[src/rtl/gpio_pkg.sv]
`default_nettype none
// +----------------------------------------------------------------------------+
// | Package  : gpio_pkg                                                        |
// | Purpose  : Shared register map and defaults for the GPIO input block.      |
// | Contents : GPIO_IN_* register addresses, default pin count, address type.  |
// | Revision : 1.0 - initial release                                           |
// +----------------------------------------------------------------------------+
package gpio_pkg;

  typedef logic [2:0] gpio_addr_t;

  localparam gpio_addr_t GPIO_IN_DATA    = 3'd0;
  localparam gpio_addr_t GPIO_IN_RISE_EN = 3'd1;
  localparam gpio_addr_t GPIO_IN_FALL_EN = 3'd2;
  localparam gpio_addr_t GPIO_IN_STATUS  = 3'd3;

  localparam int GPIO_IN_WIDTH = 32;

endpackage
`default_nettype wire

[src/rtl/gpio_in_bit.sv]
`default_nettype none
// +----------------------------------------------------------------------------+
// | Module   : gpio_in_bit                                                     |
// | Purpose  : One input pin: synchronizer chain, debounce counter and         |
// |            single-cycle rise/fall pulses on accepted level changes.        |
// | Ports    : clk, reset (async, active-high)                                 |
// |            pin_i  - raw asynchronous pin                                   |
// |            deb_o  - debounced level                                        |
// |            rise_o - high in the cycle whose edge sets deb 0->1             |
// |            fall_o - high in the cycle whose edge sets deb 1->0             |
// | Revision : 1.0 - initial release                                           |
// +----------------------------------------------------------------------------+
module gpio_in_bit
  import gpio_pkg::*;
#(
  parameter int SYNC_STAGES  = 2,
  parameter int DEBOUNCE_LEN = 4
) (
  input  logic clk,
  input  logic reset,
  input  logic pin_i,
  output logic deb_o,
  output logic rise_o,
  output logic fall_o
);

  localparam int                CNT_W    = $clog2(DEBOUNCE_LEN) + 1;
  localparam logic [CNT_W-1:0]  CNT_LAST = CNT_W'(DEBOUNCE_LEN - 1);

  logic [SYNC_STAGES-1:0] sync_q;
  logic                   deb_q;
  logic [CNT_W-1:0]       cnt_q;

  logic w_sync;
  logic w_differ;
  logic w_accept;

  assign w_sync   = sync_q[SYNC_STAGES-1];
  assign w_differ = (w_sync != deb_q);
  // The counter has already seen DEBOUNCE_LEN-1 differing cycles; this one
  // makes DEBOUNCE_LEN, so the new level is taken on this edge.
  assign w_accept = w_differ && (cnt_q == CNT_LAST);

  always_ff @(posedge clk or posedge reset) begin
    if (reset) begin
      sync_q <= '0;
      deb_q  <= 1'b0;
      cnt_q  <= '0;
    end else begin
      sync_q <= {sync_q[SYNC_STAGES-2:0], pin_i};
      if (!w_differ) begin
        cnt_q <= '0;
      end else if (w_accept) begin
        deb_q <= w_sync;
        cnt_q <= '0;
      end else begin
        cnt_q <= cnt_q + CNT_W'(1);
      end
    end
  end

  assign deb_o  = deb_q;
  // Pulses are combinational so the status register can latch them on the
  // same edge that updates deb.
  assign rise_o = w_accept &  w_sync;
  assign fall_o = w_accept & ~w_sync;

endmodule
`default_nettype wire

[src/rtl/gpio_input.sv]
`default_nettype none
// +----------------------------------------------------------------------------+
// | Module   : gpio_input                                                      |
// | Purpose  : WIDTH debounced input pins with sticky rise/fall status bits,   |
// |            CPU register interface and level interrupt.                     |
// | Ports    : clk, reset (async, active-high)                                 |
// |            we, re, addr[2:0], data_in[WIDTH] - register bus                |
// |            data_out[WIDTH] - registered read data (0 when re=0)            |
// |            gpio_in[WIDTH]  - asynchronous pins                             |
// |            irq             - registered OR of STATUS                       |
// | Map      : 0 DATA (RO), 1 RISE_EN, 2 FALL_EN, 3 STATUS (W1C), 4-7 zero     |
// | Revision : 1.0 - initial release                                           |
// +----------------------------------------------------------------------------+
module gpio_input
  import gpio_pkg::*;
#(
  parameter int WIDTH        = GPIO_IN_WIDTH,
  parameter int SYNC_STAGES  = 2,
  parameter int DEBOUNCE_LEN = 4
) (
  input  logic             clk,
  input  logic             reset,
  input  logic             we,
  input  logic             re,
  input  logic [2:0]       addr,
  input  logic [WIDTH-1:0] data_in,
  output logic [WIDTH-1:0] data_out,
  input  logic [WIDTH-1:0] gpio_in,
  output logic             irq
);

  logic [WIDTH-1:0] w_deb;
  logic [WIDTH-1:0] w_rise;
  logic [WIDTH-1:0] w_fall;

  logic [WIDTH-1:0] rise_en_q;
  logic [WIDTH-1:0] fall_en_q;
  logic [WIDTH-1:0] status_q;
  logic [WIDTH-1:0] status_d;
  logic [WIDTH-1:0] data_out_q;
  logic             irq_q;

  logic [WIDTH-1:0] w_w1c;
  logic [WIDTH-1:0] w_rd_data;

  generate
    for (genvar i = 0; i < WIDTH; i++) begin : g_bit
      gpio_in_bit #(
        .SYNC_STAGES  (SYNC_STAGES),
        .DEBOUNCE_LEN (DEBOUNCE_LEN)
      ) u_bit (
        .clk    (clk),
        .reset  (reset),
        .pin_i  (gpio_in[i]),
        .deb_o  (w_deb[i]),
        .rise_o (w_rise[i]),
        .fall_o (w_fall[i])
      );
    end
  endgenerate

  // Clear is applied before set, so an event maturing on the clearing edge
  // survives.
  always_comb begin
    w_w1c    = (we && (addr == GPIO_IN_STATUS)) ? data_in : '0;
    status_d = (status_q & ~w_w1c) | (w_rise & rise_en_q) | (w_fall & fall_en_q);
  end

  always_comb begin
    w_rd_data = '0;
    case (addr)
      GPIO_IN_DATA:    w_rd_data = w_deb;
      GPIO_IN_RISE_EN: w_rd_data = rise_en_q;
      GPIO_IN_FALL_EN: w_rd_data = fall_en_q;
      GPIO_IN_STATUS:  w_rd_data = status_q;
      default:         w_rd_data = '0;
    endcase
  end

  always_ff @(posedge clk or posedge reset) begin
    if (reset) begin
      rise_en_q  <= '0;
      fall_en_q  <= '0;
      status_q   <= '0;
      data_out_q <= '0;
      irq_q      <= 1'b0;
    end else begin
      if (we && (addr == GPIO_IN_RISE_EN)) rise_en_q <= data_in;
      if (we && (addr == GPIO_IN_FALL_EN)) fall_en_q <= data_in;
      status_q   <= status_d;
      irq_q      <= |status_d;
      data_out_q <= re ? w_rd_data : '0;
    end
  end

  assign data_out = data_out_q;
  assign irq      = irq_q;

endmodule
`default_nettype wire
[config.mk]
export PLATFORM = sky130hd
export DESIGN_NAME = gpio_input
export DESIGN_NICKNAME = d
export VERILOG_FILES = /design/src/rtl/gpio_pkg.sv /design/src/rtl/gpio_in_bit.sv /design/src/rtl/gpio_input.sv
export SDC_FILE = /design/constraint.sdc
export NUM_CORES = 1
export LEC_CHECK = 0
export BUFFER_PORTS_ARGS = -buffer_cell sky130_fd_sc_hd__buf_2
export CORE_MARGIN = 4
export CORE_UTILIZATION = 45
export DETAILED_ROUTE_END_ITERATION = 8
export MAX_ROUTING_LAYER = met4
export PLACE_DENSITY = 0.62
export SLEW_MARGIN = 10
export SYNTH_ARGS = -nofsm -noshare
export SYNTH_HDL_FRONTEND = slang
export SYNTH_SLANG_ARGS = --single-unit
[constraint.sdc]
create_clock -name clk -period 29.3 [get_ports clk]
set_input_delay 5.86 -clock clk [delete_from_list [all_inputs] [get_ports clk]]
set_output_delay 5.86 -clock clk [all_outputs]
set_load 0.02 [all_outputs]
Word level (Yosys, flattened, before mapping)
Cells that the tools add are included.
{"block": "totals", "latch_bits": 0, "regBits": 321, "mem_bits_ro": 0, "word_cells": 438, "ram_bits": 0, "output_inout_bits": 33, "n_memories": 0}
{"block": "op_classes", "div": 0, "magnitude_cmp": 0, "bitwise": 102, "mul": 0, "eq_ne": 67, "muxes": 67, "addsub": 32, "reduce_logical": 69, "shift": 0}
{"op": "$mux 3", "n": 64}
{"op": "$pmux 32 s4", "n": 1}
{"op": "$eq 3x2->1 const B", "n": 34}
{"op": "$add 3x1->3 const B", "n": 32}
{"op": "$and 32x32->32", "n": 3}
{"op": "$and 1x1->1", "n": 64}
{"op": "$mux 32", "n": 2}
{"op": "$or 32x32->32", "n": 2}
{"op": "$reduce_and 2->1", "n": 32}
{"op": "$logic_and 1x1->1", "n": 35}
{"op": "$ne 1x1->1", "n": 32}
{"op": "$not 1->1", "n": 32}
{"op": "$not 32->32", "n": 1}
{"op": "$reduce_or 32->1", "n": 1}
{"op": "$eq 3x1->1 const B", "n": 1}
{"op": "$logic_not 3->1", "n": 1}

Logic depth before layout (Yosys ltp)
{"block": "logic_depth", "ltp_word": 8, "mapped_depth": 7, "mapped_depth_nobuf": 6}

By module
Synthesis repeated with hierarchy kept, for this count alone.
{"block": "hier_totals", "hier_cells": 1017, "hier_area_um2": 13376.6}
{"module": "gpio_in_bit", "cells_each": 17, "n_inst": 32, "area_each_um2": 241.5}
{"module": "gpio_input", "cells_each": 473, "n_inst": 1, "area_each_um2": 5649.2}

Worst setup path after synthesis
Ideal clock, no wire load.
{"block": "synth_timing", "path_type": "input -> register", "start": "in addr[2]", "end": "reg irq_q (netlist: irq)", "setup_ns": 0.139, "path_buffers": 2, "arrival_ns": 7.365, "slack_ns": 21.796, "stages": 7, "path_cell_list": "and4b_1 > buf_4 > buf_6 > nand2_1 > a2111oi_0 > nand4_1 > or4_1"}
{"block": "synth_via", "elab_chain_len": 8}
{"item": "start: declaration", "line": "gpio_input.sv:25", "source": "input logic [2:0] addr,"}
{"item": "$eq 3x2->1", "line": "gpio_input.sv:65", "source": "w_w1c = (we && (addr == GPIO_IN_STATUS)) ? data_in : '0;"}
{"item": "$logic_and 1x1->1", "line": "gpio_input.sv:65"}
{"item": "$mux 32", "line": "gpio_input.sv:65"}
{"item": "$not 32->32", "line": "gpio_input.sv:66", "source": "status_d = (status_q & ~w_w1c) | (w_rise & rise_en_q) | (w_fall & fall_en_q);"}
{"item": "$and 32x32->32", "line": "gpio_input.sv:66"}
{"item": "$or 32x32->32 (2 in series)", "line": "gpio_input.sv:66"}
{"item": "$reduce_or 32->1", "line": "gpio_input.sv:91", "source": "irq_q <= |status_d;"}
{"item": "end signal: assignment", "line": "gpio_input.sv:91"}
{"item": "end: declaration", "line": "gpio_input.sv:41", "source": "logic irq_q;"}
No other way between the ends.
A chain may end at the register's enable or synchronous reset.

Worst setup path in the final report
Ends and elaborated chain as after synthesis.

==> impl_metrics.py <==
metrics = {
    "status": {
        "outcome": "finished, final reports clean",
    },
    "sta": {
        "final_max_slew_viol_count": 0,
        "hold_violations": 0,
        "finalCritPeriodShare_pct": 28.0,
        "max_freq_ghz": 0.122,
        "fin_skew_ns": 0.0138,
        "worstMarginPinSlew_ns": 1.15,
        "relSlewSlack_pct": 21.1,
        "fin_setup_tns_ns": 0,
        "period_needed_ns": 8.21,
        "finalSetupViolations": 0,
        "hold_ws_ns": 0.346,
        "fin_ws_ns": 21.09,
        "rsz0062_at_grt": "no",
    },
    "critical_path": {
        "critPathArrivalTime_ns": 8.57,
        "r2r_cells": 6,
        "worstSetupPathType": "primary input to flop",
        "critPathMaxFanout": 32,
        "start_kind": "primary input",
        "r2r_setup_slack_ns": 26.65,
        "crit_required_ns": 29.66,
        "cp-end-kind": "flop",
        "worst_r2r_startpoint": "g_bit[2].u_bit.cnt_q[0]$_DFF_PP0_",
        "r2r_end": "irq$_DFF_PP0_",
    },
    "yosys": {
        "synth_warnings": 0,
        "async_flop_share_pct": 100,
        "synth.cell_area_mm2": 0.0128,
        "yosys.cell_types.count": 28,
        "ys_seq_area_share_pct": 62.9,
        "synth_flop_cell": "dfrtp_1",
        "synthCells": 941,
        "syn_nets": 1044,
        "synth-edff-count": 0,
        "syn_area_per_cell_um2": 13.6,
        "ys_ff_latch": 321,
    },
    "min_path": {
        "hold_path.startpoint": "g_bit[28].u_bit.sync_q[0]$_DFF_PP0_",
        "hp-class": "flop to flop",
        "hold_end": "g_bit[28].u_bit.sync_q[1]$_DFF_PP0_",
        "hold_path_depth": 0,
    },
    "power_and_ir_drop": {
        "power.density_mw_per_mm2": 88.0,
        "ir_drop_uv": 38.7,
        "p_leak_nw": 6.75,
        "power_mw": 1.31,
    },
    "clocking": {
        "cts_setup_buffers": 0,
        "cts_hold_buffers": 0,
        "path_clk_slew_ns": 0.05,
        "ctsResizeCount": 0,
        "cts_sinks": 321,
        "clock_latency_ns": 0.51,
        "cts_tree": "built",
        "cts-root-buf": "clkbuf_16",
        "numCtsBuffers": 35,
        "h-tree-depth": 2,
        "clock_path_buffers": 3,
    },
    "drt": {
        "first_iter_violations": 435,
        "vias_per_cell": 5.34,
        "antenna_left": 0,
        "wl_um": 25800,
        "routedWlPerCell_um": 17.7,
        "remaining_drc_errors": 0,
        "first_pass_iters": 4,
        "vias": 7784,
    },
    "die": {
        "rows": 61,
        "initial_core_util_pct": 45.8,
        "die_w_um": 176,
        "io_pins": 104,
        "die_y_um": 176,
        "dieArea_mm2": 0.0311,
        "core_mm2": 0.0279,
    },
    "placement": {
        "port_buffers": 103,
        "numPlacedInstances": 1400,
        "place.gp.congestion": 0.722,
        "dpl_cell_area_mm2": 0.0137,
        "place_ws_ns": 20.59,
        "hpwl_um": 16000,
    },
    "flow_run": {
        "cap_violations": 0,
    },
    "finish": {
        "nNetsFinal": 1162,
        "design_area_mm2": 0.0148,
        "fillCellCount": 2392,
        "drive_above_1_share_pct": 22.8,
        "final_cell_mix": "321 x dfrtp_1, 103 x buf_2, 67 x mux2_2",
        "postLayoutCoreUtil_pct": 53.3,
        "area_growth_pct": 16.3,
        "layout_commonest_cell": "dfrtp_1",
        "diodes": 0,
        "final_cells": 1459,
    },
    "grt": {
        "grt_max_degree": 184,
        "grt_pass1_wl_um": 42100,
        "antenna_found_initial": 0,
        "grt_usage_pct": 17.3,
        "globalRouteOverflowTotal": 0,
        "grt_pass1_vias": 7916,
    },
}
## final cells by class
cell class / instances / area, um2 / area share [%]
Multi-Input combinational cell: 575 / 4560 / 30.7
Tap cell: 378 / 473 / 3.19
Sequential cell: 321 / 8030 / 54.1
Inverter: 18 / 75.1 / 0.506
Clock buffer: 55 / 1060 / 7.16
Clock inverter: 4 / 70.1 / 0.472
Timing Repair Buffer: 108 / 566 / 3.81
## flip-flops by register name (all words and copies together) (netlist names)
register and cells:
fall_en_q 32, irq 1, g_bit.u_bit.cnt_q 96, g_bit.u_bit.deb_o 32
g_bit.u_bit.sync_q 64, rise_en_q 32, data_out 32, status_q 32
## synthesized netlist by cell type (17+ instances only)
library cell,number,share of area (%)
dfrtp_1,321,63
mux2_2,67,5.9
a22oi_1,64,3.8
nand3b_1,64,3.8
nor3b_1,64,3.8
a21oi_1,61,2.4
ha_1,32,3.1
xnor2_1,32,2.2
nand2b_1,31,1.5
mux2_1,29,2.6
nor3_1,21,0.82
inv_1,18,0.53
clkbuf_1,17,0.50
nand2_1,17,0.50
## worst max path at each step
stage          startpoint                    end  slack (ns)  depth (start not counted)
4_1_cts           addr[2]          irq$_DFF_PP0_       21.07                          7
5_1_grt           addr[2]          irq$_DFF_PP0_       20.94                          7
2_1_floorplan       reset  data_out[0]$_DFF_PP0_       14.56                          1
3_5_place_dp      addr[2]          irq$_DFF_PP0_       20.59                          7
6_report          addr[2]          irq$_DFF_PP0_       21.09                          7
3_3_place_gp      addr[2]          irq$_DFF_PP0_       20.59                          7
## logic make-up after synthesis
kind of cell               Yosys count  share of synthesized area [%]
DFF                                321                           62.9
and+or+nand+nor                    239                           12.4
AOI/OAI and AO/OA                  176                           9.31
muxes                               96                           8.47
buffers and inverters               45                           1.56
xor gates and xnor gates            32                           2.20
adders and majority gates           32                           3.14
## report_power, final
part	total (mW)	switching, mW	internal [mW]	leakage [nW]
combinational	0.247	0.113	0.134	2.16
clock	0.431	0.166	0.265	0.555
sequential	0.628	0.0779	0.550	4.04
## layer usage
| layer | global-route usage (%) | vias to the layer above | part of all wire, % |
|---|---|---|---|
| met2 | 27.7 | 132 | 48 |
| met5 | - | - | 0 |
| met3 | 2.87 | 44 | 3.8 |
| li1 | - | 3648 | - |
| met4 | 4.32 | 0 | 1.7 |
| met1 | 23.5 | 3960 | 47 |
## worst max-delay path, cell delays in order
cell	delay, ns
buf_2	0.15
and4b_1	0.26
buf_4	0.39
nand2_1	0.14
a2111oi_0	0.93
nand4_1	0.28
or4_1	0.53
Note: power is estimated with default switching activity, not from simulation.
